==> src/rtl/tcdm2apb_pkg.sv <==
// Shared types and constants for the TCDM-to-APB bridge.
package tcdm2apb_pkg;

  typedef enum logic [1:0] {
    IDLE   = 2'd0,
    SETUP  = 2'd1,
    ACCESS = 2'd2
  } state_e;

  // Read data returned when the APB slave never answers.
  localparam logic [31:0] TIMEOUT_RDATA = 32'hDEAD_BEEF;

endpackage

==> src/rtl/xbar_tcdm_bus.sv <==
// TCDM request/response bus as exported by per_demux_wrap master ports.
interface XBAR_TCDM_BUS;

  logic        req;
  logic [31:0] add;
  logic        we_n;
  logic [31:0] wdata;
  logic [3:0]  be;
  logic        gnt;
  logic        r_valid;
  logic        r_opc;
  logic [31:0] r_rdata;

  modport Master (
    output req, add, we_n, wdata, be,
    input  gnt, r_valid, r_opc, r_rdata
  );

  modport Slave (
    input  req, add, we_n, wdata, be,
    output gnt, r_valid, r_opc, r_rdata
  );

endinterface

==> src/rtl/tcdm2apb_bridge.sv <==
// Single-outstanding TCDM slave to APB master bridge with an ACCESS-phase
// timeout; the response is returned one cycle after the grant.
module tcdm2apb_bridge
  import tcdm2apb_pkg::*;
#(
  parameter int unsigned APB_ADDR_WIDTH = 32,
  parameter int unsigned TIMEOUT_CYCLES = 16
) (
  input  logic                      clk_i,
  input  logic                      rst_ni,
  XBAR_TCDM_BUS.Slave               slave,
  output logic [APB_ADDR_WIDTH-1:0] paddr,
  output logic [31:0]               pwdata,
  output logic [3:0]                pstrb,
  output logic                      pwrite,
  output logic                      psel,
  output logic                      penable,
  input  logic                      pready,
  input  logic                      pslverr,
  input  logic [31:0]               prdata
);

  localparam int unsigned CNT_W = (TIMEOUT_CYCLES > 1) ? $clog2(TIMEOUT_CYCLES) : 1;
  localparam logic [CNT_W-1:0] CNT_LAST = CNT_W'(TIMEOUT_CYCLES - 1);

  state_e           state_q, state_d;
  logic [CNT_W-1:0] cnt_q;
  logic             accept;
  logic             done;
  logic             timeout;
  logic             r_valid_q;
  logic             r_opc_q;
  logic [31:0]      r_rdata_q;

  // NOTE: every output of this block gets a default first, so no path
  // through the case can leave a signal unassigned and infer a latch.
  always_comb begin
    state_d = state_q;
    psel    = 1'b0;
    penable = 1'b0;
    accept  = 1'b0;
    done    = 1'b0;
    timeout = 1'b0;
    unique case (state_q)
      IDLE: begin
        if (slave.req) begin
          accept  = 1'b1;
          state_d = SETUP;
        end
      end
      SETUP: begin
        psel    = 1'b1;
        state_d = ACCESS;
      end
      ACCESS: begin
        psel    = 1'b1;
        penable = 1'b1;
        if (pready) begin
          done    = 1'b1;
          state_d = IDLE;
        end else if (cnt_q == CNT_LAST) begin
          done    = 1'b1;
          timeout = 1'b1;
          state_d = IDLE;
        end
      end
      default: state_d = IDLE;
    endcase
  end

  // NOTE: sequential state uses non-blocking assignments so every register
  // samples pre-edge values regardless of statement order.
  always_ff @(posedge clk_i or negedge rst_ni) begin
    if (!rst_ni) begin
      state_q <= IDLE;
    end else begin
      state_q <= state_d;
    end
  end

  // NOTE: the datapath registers are reset as well, so the APB outputs and
  // response fields read 0 (not X) until the first request is latched.
  always_ff @(posedge clk_i or negedge rst_ni) begin
    if (!rst_ni) begin
      paddr     <= '0;
      pwdata    <= '0;
      pstrb     <= '0;
      pwrite    <= 1'b0;
      cnt_q     <= '0;
      r_valid_q <= 1'b0;
      r_opc_q   <= 1'b0;
      r_rdata_q <= '0;
    end else begin
      if (accept) begin
        paddr  <= slave.add[APB_ADDR_WIDTH-1:0];
        pwdata <= slave.wdata;
        pstrb  <= slave.we_n ? 4'b0000 : slave.be;
        pwrite <= ~slave.we_n;
      end
      // Counts ACCESS cycles in which the slave is still stalling.
      if (state_q == SETUP) begin
        cnt_q <= '0;
      end else if (state_q == ACCESS && !pready) begin
        cnt_q <= cnt_q + CNT_W'(1);
      end
      r_valid_q <= done;
      if (done) begin
        r_opc_q   <= timeout | pslverr;
        r_rdata_q <= timeout ? TIMEOUT_RDATA : (pwrite ? 32'h0 : prdata);
      end
    end
  end

  assign slave.gnt     = done;
  assign slave.r_valid = r_valid_q;
  assign slave.r_opc   = r_opc_q;
  assign slave.r_rdata = r_rdata_q;

endmodule

==> src/flat_wrapper.sv <==
// flat-port wrapper written by rule: the top's interface ports become plain ports
module tcdm2apb_bridge_flat import tcdm2apb_pkg::*;
#(
  parameter int unsigned APB_ADDR_WIDTH = 32,
  parameter int unsigned TIMEOUT_CYCLES = 16
)
  (clk_i, rst_ni, paddr, pwdata, pstrb, pwrite, psel, penable, pready, pslverr, prdata, slave_req, slave_add, slave_we_n, slave_wdata, slave_be, slave_gnt, slave_r_valid, slave_r_opc, slave_r_rdata);
  XBAR_TCDM_BUS slave_i ();
  input  logic clk_i;
  input  logic rst_ni;
  output logic [APB_ADDR_WIDTH-1:0] paddr;
  output logic [31:0] pwdata;
  output logic [3:0] pstrb;
  output logic pwrite;
  output logic psel;
  output logic penable;
  input  logic pready;
  input  logic pslverr;
  input  logic [31:0] prdata;
  input wire logic [$bits(slave_i.req)-1:0] slave_req;
  input wire logic [$bits(slave_i.add)-1:0] slave_add;
  input wire logic [$bits(slave_i.we_n)-1:0] slave_we_n;
  input wire logic [$bits(slave_i.wdata)-1:0] slave_wdata;
  input wire logic [$bits(slave_i.be)-1:0] slave_be;
  output wire logic [$bits(slave_i.gnt)-1:0] slave_gnt;
  output wire logic [$bits(slave_i.r_valid)-1:0] slave_r_valid;
  output wire logic [$bits(slave_i.r_opc)-1:0] slave_r_opc;
  output wire logic [$bits(slave_i.r_rdata)-1:0] slave_r_rdata;
  assign slave_i.req = slave_req;
  assign slave_i.add = slave_add;
  assign slave_i.we_n = slave_we_n;
  assign slave_i.wdata = slave_wdata;
  assign slave_i.be = slave_be;
  assign slave_gnt = slave_i.gnt;
  assign slave_r_valid = slave_i.r_valid;
  assign slave_r_opc = slave_i.r_opc;
  assign slave_r_rdata = slave_i.r_rdata;
  tcdm2apb_bridge #(.APB_ADDR_WIDTH(APB_ADDR_WIDTH), .TIMEOUT_CYCLES(TIMEOUT_CYCLES)) u_core (.clk_i(clk_i), .rst_ni(rst_ni), .slave(slave_i), .paddr(paddr), .pwdata(pwdata), .pstrb(pstrb), .pwrite(pwrite), .psel(psel), .penable(penable), .pready(pready), .pslverr(pslverr), .prdata(prdata));
endmodule
==> config.mk <==
export PLATFORM = sky130hd
export DESIGN_NAME = tcdm2apb_bridge_flat
export DESIGN_NICKNAME = d
export VERILOG_FILES = /design/src/rtl/tcdm2apb_pkg.sv /design/src/rtl/xbar_tcdm_bus.sv /design/src/rtl/tcdm2apb_bridge.sv /design/src/flat_wrapper.sv
export SDC_FILE = /design/constraint.sdc
export NUM_CORES = 1
export LEC_CHECK = 0
export ABC_AREA = 1
export CORE_MARGIN = 5
export CORE_UTILIZATION = 34
export DETAILED_ROUTE_END_ITERATION = 8
export PLACE_DENSITY = 0.77
export SKIP_CTS_REPAIR_TIMING = 1
export SYNTH_ARGS = -nofsm -noshare
export SYNTH_HDL_FRONTEND = slang
export SYNTH_SLANG_ARGS = --single-unit
==> constraint.sdc <==
create_clock -name clk_i -period 2.1 [get_ports clk_i]
set_input_delay 0.63 -clock clk_i [delete_from_list [all_inputs] [get_ports clk_i]]
set_output_delay 0.63 -clock clk_i [all_outputs]
set_load 0.02 [all_outputs]
Yosys cells after proc, flatten, opt, wreduce, memory -nomap -nowiden
Cells that the tools add are included.
- add/sub/neg operators: 1
- eq/ne operators: 5
- muxes and demuxes: 18
- bitwise gates (word level): 2
- reduce and logical (&&, ||, !) cells: 6
- operator list (kind ; number):
    $mux 32 ; 2
    $mux 4 ; 3
    $mux 1 ; 9
    $mux 2 ; 3
    $pmux 2 s3 ; 1
    $add 4x1->4 const B ; 1
    $eq 4x4->1 const B ; 1
    $ne 3x2->1 const B ; 1
    $eq 2x1->1 const B ; 1
    $eq 2x2->1 const B ; 1
    $logic_not 2->1 ; 1
    $ne 2x2->1 const B ; 1
    $reduce_and 2->1 ; 1
    $reduce_bool 2->1 ; 1
    $reduce_or 2->1 ; 1
    $logic_and 1x1->1 ; 1
    $logic_not 1->1 ; 1
    $not 1->1 ; 1
    $or 1x1->1 ; 1
- flip-flop bits (word level): 109
- bits of input ports: 106
- output and inout bits: 106
- word-level logic and storage cells: 41

Logic depth before layout (Yosys ltp)
- depth in word-level cells: 5
- gate-level depth with buffers: 9
- mapped depth without buffers: 8

Least setup slack after synthesis
OpenSTA, ideal clock, no wires.
- path kind: register -> output
- start point: register u_core.state_q[0]
- end point: output port slave_gnt
- data arrival time: 1.322 ns
- required time: 1.470 ns
- setup slack: 0.148 ns
- stages on the path, launching flop included: 7
- path buffers: 2
- cell sequence: dfrtp_1 -> inv_1 -> ha_1 -> buf_4 -> nand2_4 -> buf_6 -> inv_1
- word-level cells in the longest chain between the ends: 2
- RTL lines (element ; line ; source):
    start, declared ; tcdm2apb_bridge.sv:26 ; state_e state_q, state_d;
    start signal, assigned ; tcdm2apb_bridge.sv:77 ; state_q <= state_d;
    $eq 2x2->1 ; tcdm2apb_bridge.sv:44 ; unique case (state_q)
    $mux 1 ; tcdm2apb_bridge.sv:44 ;
    end, declared ; flat_wrapper.sv:25 ; output wire logic [$bits(slave_i.gnt)-1:0] slave_gnt;
Every way passes these cells.

Worst setup path after layout
- start point: register u_core.pwrite
- end point: output port pwrite
- RTL lines (element ; line ; source):
    start, declared ; tcdm2apb_bridge.sv:15 ; output logic pwrite,
    start signal, assigned ; tcdm2apb_bridge.sv:98 ; pwrite <= ~slave.we_n;
    end, declared ; flat_wrapper.sv:14 ; output logic pwrite;
No word-level cell between the ends.

==> results by group <==
Clock tree
  • H-tree depth: 3
  • CTS root buf: clkbuf_16
  • Num Clock Sinks: 109
  • TritonCTS Buffers: 9
  • Clock slew at reported path FFs: around 0.07 ns
  • Clk Latency, worst-skew pair: around 0.33 ns
  • CTS tree: yes
  • Worst-case clock buffer depth: 2

Synthesis
  • Cells after Synth: 485
  • Synth cell types: 19
  • Top cell type's share of synthesized area: 0.621
  • Netlist area before placement: 4390 um^2
  • Syn Area/Cell: 9.06 um^2
  • Synth area leaders: dfrtp_1 (62%), nand2_1 (20%), a21oi_1 (5.0%)
  • Syn nets: 596
  • Post-synthesis register bit count: between 100 and 150
  • Synth warn: 0
  • Cell taking the most area after synthesis: dfrtp_1
  • Seq/Total Area, Yosys: 0.621

Global routing
  • Overflow after GRT: 0
  • Overall global routing resource usage: 0.162
  • Pin count of the biggest net entering global routing: 110
  • Vias in the first global route: 4021
  • First-pass GRT wire length: 19.5 mm
  • Initial antenna violation count: 0

Placed design
  • Pre-CTS WS: -0.602 ns
  • Placed cell area: 6700 um^2
  • GP Congestion: 0.746
  • Number of placed instances, taps included: 859
  • I/O Buffers: 211
  • Dpl hpwl: 9.27 mm

Setup path
  • Cell count of the worst reg-to-reg path: 8
  • CP max-delay cell: clkdlybuf4s50_1
  • Crit Path Max Fanout: 3
  • Worst path arrival time: approximately 1.4 ns
  • Critical path type: reg2out
  • Critical path startpoint: u_core.pwrite$_DFFE_PN0P_
  • Worst setup EP type: primary output
  • CP cell instances: clkdlybuf4s50_1
  • Worst R2R End: u_core.slave.r_rdata[29]$_DFFE_PN0P_
  • Critical path's top delay family: buffers and inverters
  • Worst path required time: ~1.5 ns
  • Worst flop-to-flop path startpoint: u_core.state_q[0]$_DFFE_PN0P_
  • Bufs and invs on worst path: 1
  • Slowest Stage Delay on Critical Path: 0.64 ns
  • R2R Setup Slk: 0.42 ns
  • Startpoint Class: flop

Routing
  • Final ANT Viol Nets: 0
  • DR vias: approximately 3800
  • Pre-antenna DRT Iters: 4
  • Total Routed Length: 12.3 mm
  • Drt wl/cell: 14.1 um
  • Drc violations: 0
  • Initial detailed-routing violation count: around 210
  • DR vias/cell: roughly 4.4

STA
  • Worst-margin pin slew: 0.568 ns
  • Fin crit share: 0.958
  • Clk_skew: 0.00519 ns
  • Final Hold Vio Count: 0
  • Min setup slack post-route: 0.0892 ns
  • Max-slew violations: 0
  • FMAX: 497 MHz
  • Slew margin rel.: 0.621
  • Hold WS: 0.356 ns
  • Final min period: 2.01 ns
  • Setup Viol. Count Final: 0
  • RSZ-0062 raised after global routing: no

Power
  • Leakage: 0.00345 uW
  • PwrDens: about 1500 nW/um^2
  • Total power: 10700 uW
  • Worst VDD drop: 0.000678 V

Run status
  • Outcome: finished, final reports clean

Die
  • Core Box Area: 12600 um^2
  • Std-Cell Rows: just over 40
  • Die width: 124 um
  • Initial Util: 0.348
  • Area of the die: around 15000 um^2
  • Die height: 124 um
  • IO Count: roughly 210

Final layout
  • Finished Cell Area: 7010 um^2
  • Commonest non-fill, non-tap cell in the layout: nand2_1
  • Nets: a little over 800
  • Ant. Diodes: 0
  • Layout area overhead: 59.5%
  • Share of layout cells above drive strength 1: 0.0698
  • Most frequent cells in the layout: nand2_1 (231), clkdlybuf4s50_1 (206), dfrtp_1 (109)
  • # fillers: 1148
  • Finished Layout Cells: 874

Worst hold path
  • Worst Hold Class: in2async

Run
  • MaxCap Viol Count: 0
flip-flops by register name, summed over array words and instances, names as in the netlist:
register	count
u_core.slave.r_rdata	32
u_core.slave.r_valid	1
u_core.pwrite	1
u_core.cnt_q	4
u_core.pstrb	4
u_core.state_q	2
u_core.pwdata	32
u_core.paddr	32
u_core.slave.r_opc	1
layout make-up:
cell class	instances	area, um^2	share of cell area
multi-input cells	314	1360	0.194
inverters	39	149	0.0212
repair buffers	225	2250	0.322
clock buffers	11	253	0.0361
well taps	172	215	0.0307
clock inverters	4	47.5	0.00678
flip-flops and latches	109	2730	0.389
worst reg2reg max path: stages (launching register included):
cell and delay [ns]:
dfrtp_1 0.37, inv_1 0.08, ha_1 0.24, buf_4 0.14, buf_4 0.14, nand2_4 0.17
nor2_1 0.29, nand2_1 0.10, nand2_1 0.08
cells in the mapped netlist (all sizes together):
master / n
nand2: 235
dfrtp: 109
a21oi: 50
inv: 39
buf: 20
nor2: 10
o21ai: 7
ha: 5
clkbuf: 3
nand3: 3
nand4: 3
or2: 1
power breakdown:
part           switching [uW]  total, uW  internal [uW]
logic                    2900       5350           2460
registers                 537       3610           3080
clock network             717       1700            979
total                    4150      10700           6510
worst max path at each step:
stage / end / depth (start not counted)
CTS: slave_gnt / 6
global route: psel / 4
finish: pwrite / 1
global placement: slave_gnt / 6
detailed placement: slave_gnt / 6
floorplan: slave_gnt / 6
kinds of logic after synthesis:
logic type               synth area share
AO/OA/AOI/OAI                      0.0701
buffers and inverters              0.0701
adder cells (fa/ha/maj)            0.0142
AND/OR/NAND/NOR                     0.225
flip-flops                          0.621
per-layer routing:
metal / share of wire / global-route usage / vias to the layer above
met4: 0.028 / 0.0720 / 0
met1: 0.42 / 0.192 / 1744
met5: 0 / 0 / -
li1: - / - / 1907
met3: 0.10 / 0.0627 / 25
met2: 0.45 / 0.260 / 160
stage by stage:
stage	utilization	setup TNS, ns
floorplan	-	0
global placement	0.531	-0.608
detailed placement	0.531	-0.602
CTS	0.555	-1.24
global route	0.555	0
finish	0.555	0
Note: power is estimated with default switching activity, not from simulation.
